===== src/rtl/dma_pkg.sv =====
// rtl/dma_pkg.sv - shared types and AXI constants for the burst writer
package dma_pkg;

   typedef enum logic [2:0] {
      IDLE,
      FILL,
      ADDR,
      DATA,
      RESP,
      DONE,
      ERROR
   } state_t;

   localparam logic [1:0] AXI_BURST_INCR = 2'b01;
   localparam logic [1:0] AXI_RESP_OKAY  = 2'b00;

   function automatic logic [2:0] axi_size(input int data_w);
      return 3'($clog2(data_w / 8));
   endfunction

endpackage


===== src/rtl/posedge_detector.sv =====
// rtl/posedge_detector.sv - registers a level once and flags its rising edge
module posedge_detector (
   input  logic clk,
   input  logic rst_n,
   input  logic sig,
   output logic pulse
);

   logic sig_q;
   logic sig_qq;

   always_ff @(posedge clk or negedge rst_n) begin
      if (!rst_n) begin
         sig_q  <= 1'b0;
         sig_qq <= 1'b0;
      end else begin
         sig_q  <= sig;
         sig_qq <= sig_q;
      end
   end

   assign pulse = sig_q & ~sig_qq;

endmodule


===== src/rtl/sync_fifo.sv =====
// rtl/sync_fifo.sv - show-ahead single-clock FIFO with occupancy count and flush
module sync_fifo #(
   parameter int WIDTH = 64,
   parameter int DEPTH = 64,
   localparam int AW   = $clog2(DEPTH)
) (
   input  logic             clk,
   input  logic             rst_n,
   input  logic             flush,
   input  logic             push,
   input  logic [WIDTH-1:0] din,
   input  logic             pop,
   output logic [WIDTH-1:0] dout,
   output logic             full,
   output logic [AW:0]      count
);

   logic [WIDTH-1:0] mem [DEPTH];
   logic [AW-1:0]    wr_ptr;
   logic [AW-1:0]    rd_ptr;
   logic             do_push;
   logic             do_pop;

   assign full    = (count == (AW+1)'(DEPTH));
   assign do_push = push & ~full;
   assign do_pop  = pop & (count != '0);
   assign dout    = mem[rd_ptr];

   always_ff @(posedge clk or negedge rst_n) begin
      if (!rst_n) begin
         wr_ptr <= '0;
         rd_ptr <= '0;
         count  <= '0;
      end else if (flush) begin
         wr_ptr <= '0;
         rd_ptr <= '0;
         count  <= '0;
      end else begin
         if (do_push) wr_ptr <= wr_ptr + 1'b1;
         if (do_pop)  rd_ptr <= rd_ptr + 1'b1;
         case ({do_push, do_pop})
            2'b10:   count <= count + 1'b1;
            2'b01:   count <= count - 1'b1;
            default: count <= count;
         endcase
      end
   end

   // Storage needs no reset; pointers define what is valid.
   always_ff @(posedge clk) begin
      if (do_push) mem[wr_ptr] <= din;
   end

endmodule


===== src/rtl/axi_burst_writer.sv =====
// rtl/axi_burst_writer.sv - AXI3 write-burst DMA from a valid/ready sample stream
module axi_burst_writer
   import dma_pkg::*;
#(
   parameter int DATA_W      = 64,
   parameter int ADDR_W      = 32,
   parameter int BURST_BEATS = 16,
   parameter int FIFO_DEPTH  = 64,
   parameter int CNT_W       = 24
) (
   input  logic                aclk,
   input  logic                rst_ni,
   input  logic [ADDR_W-1:0]   cfg_base_addr_i,
   input  logic [CNT_W-1:0]    cfg_num_bursts_i,
   input  logic                cfg_circular_i,
   input  logic                start_i,
   input  logic                abort_i,
   input  logic [DATA_W-1:0]   s_data_i,
   input  logic                s_valid_i,
   output logic                s_ready_o,
   output logic [ADDR_W-1:0]   m_axi_awaddr,
   output logic                m_axi_awvalid,
   input  logic                m_axi_awready,
   output logic [3:0]          m_axi_awlen,
   output logic [2:0]          m_axi_awsize,
   output logic [1:0]          m_axi_awburst,
   output logic [DATA_W-1:0]   m_axi_wdata,
   output logic [DATA_W/8-1:0] m_axi_wstrb,
   output logic                m_axi_wvalid,
   input  logic                m_axi_wready,
   output logic                m_axi_wlast,
   input  logic                m_axi_bvalid,
   output logic                m_axi_bready,
   input  logic [1:0]          m_axi_bresp,
   output logic                busy_o,
   output logic                done_o,
   output logic                error_o,
   output logic [ADDR_W-1:0]   err_addr_o,
   output logic                wrap_o,
   output logic [CNT_W-1:0]    bursts_done_o,
   output logic [15:0]         drop_cnt_o
);

   localparam int BEAT_W      = $clog2(BURST_BEATS);
   localparam int FIFO_CW     = $clog2(FIFO_DEPTH) + 1;
   localparam int BURST_BYTES = BURST_BEATS * DATA_W / 8;
   localparam logic [ADDR_W-1:0]  ALIGN_MASK = ADDR_W'(BURST_BYTES - 1);
   localparam logic [ADDR_W-1:0]  BURST_INC  = ADDR_W'(BURST_BYTES);
   localparam logic [FIFO_CW-1:0] FILL_LEVEL = FIFO_CW'(BURST_BEATS);
   localparam logic [BEAT_W-1:0]  PRE_LAST   = BEAT_W'(BURST_BEATS - 2);

   state_t              state;
   logic [ADDR_W-1:0]   addr_r;
   logic [ADDR_W-1:0]   base_r;
   logic [CNT_W-1:0]    num_r;
   logic                circ_r;
   logic                abort_q;
   logic [BEAT_W-1:0]   beat;
   logic [FIFO_CW-1:0]  fifo_count;
   logic                fifo_full;
   logic                start_edge;
   logic                start_ok;
   logic [CNT_W-1:0]    bursts_next;

   posedge_detector u_start (
      .clk   (aclk),
      .rst_n (rst_ni),
      .sig   (start_i),
      .pulse (start_edge)
   );

   assign start_ok    = start_edge & ((state == IDLE) | (state == DONE) | (state == ERROR));
   assign s_ready_o   = busy_o & ~fifo_full;
   assign bursts_next = bursts_done_o + CNT_W'(1);

   sync_fifo #(
      .WIDTH (DATA_W),
      .DEPTH (FIFO_DEPTH)
   ) u_fifo (
      .clk   (aclk),
      .rst_n (rst_ni),
      .flush (start_ok),
      .push  (s_valid_i & s_ready_o),
      .din   (s_data_i),
      .pop   (m_axi_wvalid & m_axi_wready),
      .dout  (m_axi_wdata),
      .full  (fifo_full),
      .count (fifo_count)
   );

   assign m_axi_awaddr  = addr_r;
   assign m_axi_awlen   = 4'(BURST_BEATS - 1);
   assign m_axi_awsize  = axi_size(DATA_W);
   assign m_axi_awburst = AXI_BURST_INCR;
   assign m_axi_wstrb   = '1;

   always_ff @(posedge aclk or negedge rst_ni) begin
      if (!rst_ni) begin
         state         <= IDLE;
         addr_r        <= '0;
         base_r        <= '0;
         num_r         <= '0;
         circ_r        <= 1'b0;
         abort_q       <= 1'b0;
         beat          <= '0;
         m_axi_awvalid <= 1'b0;
         m_axi_wvalid  <= 1'b0;
         m_axi_wlast   <= 1'b0;
         m_axi_bready  <= 1'b0;
         busy_o        <= 1'b0;
         done_o        <= 1'b0;
         error_o       <= 1'b0;
         err_addr_o    <= '0;
         wrap_o        <= 1'b0;
         bursts_done_o <= '0;
         drop_cnt_o    <= '0;
      end else begin
         wrap_o <= 1'b0;
         if (busy_o && abort_i) abort_q <= 1'b1;
         if (busy_o && s_valid_i && !s_ready_o && drop_cnt_o != 16'hffff)
            drop_cnt_o <= drop_cnt_o + 16'd1;

         case (state)
            IDLE, DONE, ERROR: begin
               if (start_ok) begin
                  base_r        <= cfg_base_addr_i & ~ALIGN_MASK;
                  addr_r        <= cfg_base_addr_i & ~ALIGN_MASK;
                  num_r         <= cfg_num_bursts_i;
                  circ_r        <= cfg_circular_i;
                  abort_q       <= 1'b0;
                  error_o       <= 1'b0;
                  err_addr_o    <= '0;
                  bursts_done_o <= '0;
                  drop_cnt_o    <= '0;
                  if (cfg_num_bursts_i == '0) begin
                     state  <= DONE;
                     done_o <= 1'b1;
                  end else begin
                     state  <= FILL;
                     done_o <= 1'b0;
                     busy_o <= 1'b1;
                  end
               end
            end
            FILL: begin
               if (abort_q) begin
                  state  <= DONE;
                  busy_o <= 1'b0;
                  done_o <= 1'b1;
               end else if (fifo_count >= FILL_LEVEL) begin
                  state         <= ADDR;
                  m_axi_awvalid <= 1'b1;
               end
            end
            ADDR: begin
               if (m_axi_awready) begin
                  state         <= DATA;
                  m_axi_awvalid <= 1'b0;
                  m_axi_wvalid  <= 1'b1;
                  m_axi_wlast   <= 1'b0;
                  beat          <= '0;
               end
            end
            DATA: begin
               if (m_axi_wready) begin
                  beat        <= beat + 1'b1;
                  m_axi_wlast <= (beat == PRE_LAST);
                  if (m_axi_wlast) begin
                     state        <= RESP;
                     m_axi_wvalid <= 1'b0;
                     m_axi_wlast  <= 1'b0;
                     m_axi_bready <= 1'b1;
                  end
               end
            end
            RESP: begin
               if (m_axi_bvalid) begin
                  m_axi_bready <= 1'b0;
                  if (m_axi_bresp != AXI_RESP_OKAY) begin
                     state      <= ERROR;
                     busy_o     <= 1'b0;
                     error_o    <= 1'b1;
                     err_addr_o <= addr_r;
                  end else begin
                     addr_r        <= addr_r + BURST_INC;
                     bursts_done_o <= bursts_next;
                     if (abort_q || (bursts_next == num_r && !circ_r)) begin
                        state  <= DONE;
                        busy_o <= 1'b0;
                        done_o <= 1'b1;
                     end else if (bursts_next == num_r) begin
                        state         <= FILL;
                        addr_r        <= base_r;
                        bursts_done_o <= '0;
                        wrap_o        <= 1'b1;
                     end else begin
                        state <= FILL;
                     end
                  end
               end
            end
            default: state <= IDLE;
         endcase
      end
   end

endmodule


===== config.mk =====
export PLATFORM = sky130hd
export DESIGN_NAME = axi_burst_writer
export DESIGN_NICKNAME = d
export VERILOG_FILES = /design/src/rtl/dma_pkg.sv /design/src/rtl/posedge_detector.sv /design/src/rtl/sync_fifo.sv /design/src/rtl/axi_burst_writer.sv
export SDC_FILE = /design/constraint.sdc
export NUM_CORES = 2
export LEC_CHECK = 0
export ABC_CLOCK_PERIOD_IN_PS = 4650
export BUFFER_PORTS_ARGS = -buffer_cell sky130_fd_sc_hd__clkbuf_2
export CORE_MARGIN = 2
export CORE_UTILIZATION = 50
export DETAILED_ROUTE_END_ITERATION = 12
export GPL_TIMING_DRIVEN = 0
export HOLD_SLACK_MARGIN = 0.15
export PLACE_DENSITY = 0.77
export SKIP_CTS_REPAIR_TIMING = 1
export SLEW_MARGIN = 0
export SYNTH_ARGS = -nofsm -noshare
export SYNTH_HDL_FRONTEND = slang
export SYNTH_SLANG_ARGS = --single-unit

===== constraint.sdc =====
create_clock -name aclk -period 4.65 [get_ports aclk]
set_clock_uncertainty 0.15 [all_clocks]
set_input_delay 0 -clock aclk [delete_from_list [all_inputs] [get_ports aclk]]
set_output_delay 0 -clock aclk [all_outputs]
set_load 0.01 [all_outputs]

==> flow_summary.ini <==
[clock_tree]
path_clk_slew_ns = 0.07
cts_tree = done
h-tree-depth = 5
cts-buffers-inserted = 401
cts_root_buf = clkbuf_16
cts_sinks = 4273
clk_latency_ns = 0.94
max-clock-path-buffers = 4

[yosys]
synth.area.top_cells = edfxtp_1 (75%), mux4_2 (18%), dfrtp_1 (2.7%)
synthAdderAreaFrac = 0.00103
ys_ff_latch = 4273
avgSynthCellArea_um2 = 24.1
synth-compound-area-share = 0.00849
netlist_area_um2 = 165000
synth_cell_types = 74
synth_top_family_by_area = multiplexers
seq_area_frac_synth = 0.774
yosysMostFrequentCell = edfxtp_1
synth-simple-area-share = 0.0124
synth_top_area_frac = 0.747
synth_top_flop_cell = edfxtp_1
async_reset_ff_frac = 0.0414
synth_cells = 6822
yosysTopAreaCell = edfxtp_1
synth_edf_count = 4096
synth-xor-area-share = 0.00431
muxShareOfSynthArea = 0.189
yosys_warnings = 0
yosys-top-cells-count = edfxtp_1 (4096), mux4_2 (1344), clkbuf_1 (251), dfrtp_1 (177), nor2_1 (147)

[sta]
maxSlewViolCount = 0
hold_ws_ns = 0.156
grt_setup_unrepaired = yes
fin_crit_sh = 1.03
fin_ws_ns = -0.123
tightest_slew_ns = 1.42
maxSlewHeadroom = 0.0504
max_freq_mhz = 210
finalSetupViolCount = 56
tns_ns = -2.50
finalHoldViolCount = 0
min_period_ns = 4.77

[power]
p_sw_frac = 0.297
leakage_nw = 60.3
p_seq_frac = 0.427
power.total_mw = 103
peakVddDrop_v = 0.000394
power.internal_mw = 72.7
power_frac_comb = 0.255
power.share.clock = 0.318
netSwitchingPower_mw = 30.8
power.density_nw_per_um2 = 538

[worst_setup_path]
critPathArrivalTime_ns = 4.62
endpoint_kind = output pin
cp.required_ns = 4.50
cp_slowest_cell = clkdlybuf4s15_1
cp_cell_sequence = clkbuf_4 -> clkbuf_2 -> buf_12 -> clkdlybuf4s15_1 -> mux4_2 -> mux4_2 -> clkbuf_2
cpPeakStageDelay_ns = 0.70
path_max_fanout = 10
start_kind = register
cp.buffers_inverters = 5
critPathKind = register to output pin
crit_family = buffers and inverters

[global_route]
grt_pass1_wl_um = 699000
grt_overflow = 0
grt_usage = 0.303
grt_pass1_vias = 87371
grt_max_degree = 90
antenna_found_initial = 39

[routing]
vias = 88573
drtPass1Iterations = 6
antenna_left = 0
totalWireLength_um = 513000
vias_per_cell = 6.98
drc = 0
wl_per_cell_um = 40.4
drtIter0Drc = 15112

[placement]
dpl_cell_area_um2 = 176000
pre_cts_ws_ns = -0.418
place_inst = 11688
port_buffers = 286
hpwl_um = 292000
gp_congestion = 0.840

[cells_and_area]
finalInstanceArea_um2 = 192000
post-route-util = 0.587
nets = 8122
synthToLayoutAreaGrowth_pct = 16.8
layout.cells.non_filler = 12693
nFillCells = 21348
drive_gt1_frac = 0.344

[floorplanning]
die_y_um = 578
die_width_um = 578
dieArea_um2 = 334000
coreArea_um2 = 327000
start_util = 0.503
num_io_pins = 325
rows = 210

[run]
cap_violations = 0

[run_status]
violations = setup timing
run_status = finished, violations left

[worst_hold_path]
hp-class = input port to register
-- placed cells by master (no fill, tap or decap), drive strengths merged, types with 13 or more instances in the layout --
cell type	synthesis	routed
edfxtp	4096	4096
mux4	1344	1344
clkbuf	253	1069
buf	143	355
dlygate4sd3	0	190
clkinv	0	178
dfrtp	177	177
nor2	148	149
nand2	64	64
o21ai	51	51
mux2	49	49
xnor2	48	48
nand3	46	46
inv	26	41
a22o	34	34
diode	0	33
nand4	33	33
xor2	33	33
bufinv	0	32
conb	2	31
mux2i	27	27
a21oi	25	25
a31oi	22	22
a22oi	17	17
clkinvlp	0	17
nor3	15	15
and3	13	13
-- power groups by stage --
stage	sequential (mW)	clock (mW)	combinational, mW
after floorplan	44.7	0	14.9
after CTS	44.1	33.0	25.4
after global placement	44.9	0	23.2
final	44.2	33.0	26.4
after detailed placement	44.9	0	24.4
after global routing	44.2	34.2	26.9
-- registers in the layout, summed over array words and instances, names as in the netlist, 3 cells and up --
register / cells
base_r: 25
drop_cnt_o: 16
u_fifo.mem: 4096
beat: 4
err_addr_o: 25
state: 3
u_fifo.rd_ptr: 6
m_axi_awaddr: 25
u_fifo.count: 7
num_r: 24
bursts_done_o: 24
u_fifo.wr_ptr: 6
-- layout make-up --
cell class,count,area (µm²),area share
Inverter,26,100,0.000521
Sequential cell,4273,127000,0.663
Antenna cell,33,82.6,0.000430
Tap cell,4346,5440,0.0283
Buffer,393,2250,0.0117
Timing Repair Buffer,726,8130,0.0423
Multi-Input combinational cell,2157,36000,0.187
Clock inverter,242,2190,0.0114
Clock buffer,497,10600,0.0550
-- logic make-up (layout without fill, tap and decap cells) --
logic type / count (synthesis) / count (layout)
xor gates and xnor gates: 81 / 81
buffers and inverters: 422 / 1884
DFF: 4273 / 4273
AOI/OAI and AO/OA: 205 / 205
adders and majority gates: 13 / 13
and+or+nand+nor: 406 / 407
other: 2 / 64
muxes: 1420 / 1420
-- tightest hold or removal path: stages --
cell and delay, ns:
dlygate4sd3_1 0.52, clkbuf_2 0.13, nor4_1 0.05, nand3_1 0.22, a21oi_1 0.10, a21oi_1 0.11
nor3_1 0.06
-- metal layers --
metal,GRT usage,vias up,part of all wire,routed length (µm)
li1,-,31783,-,-
met4,0.165,28,0.065,33100
met5,0,-,0.00040,207
met1,0.371,45984,0.32,162000
met2,0.492,8973,0.49,249000
met3,0.0850,1805,0.13,68300
-- worst paths after layout --
path,depth (start not counted),start,slack (ns),endpoint
hold / removal,7,cfg_num_bursts_i[8],0.16,done_o$_DFFE_PN0P_
setup / recovery,7,u_fifo.rd_ptr[2]$_DFFE_PN0P_,-0.12,m_axi_wdata[17]
max in group asynchronous,5,rst_ni,2.76,drop_cnt_o[8]$_DFF_PN0_
min in group asynchronous,3,rst_ni,0.18,err_addr_o[14]$_DFFE_PN0P_
hold reg to reg,0,u_start.sig_q$_DFF_PN0_,0.30,u_start.sig_qq$_DFF_PN0_
setup reg to reg,8,busy_o$_DFFE_PN0P_,0.31,u_fifo.mem[0][29]$_DFFE_PP_
Power figures use the tool's default switching activity.
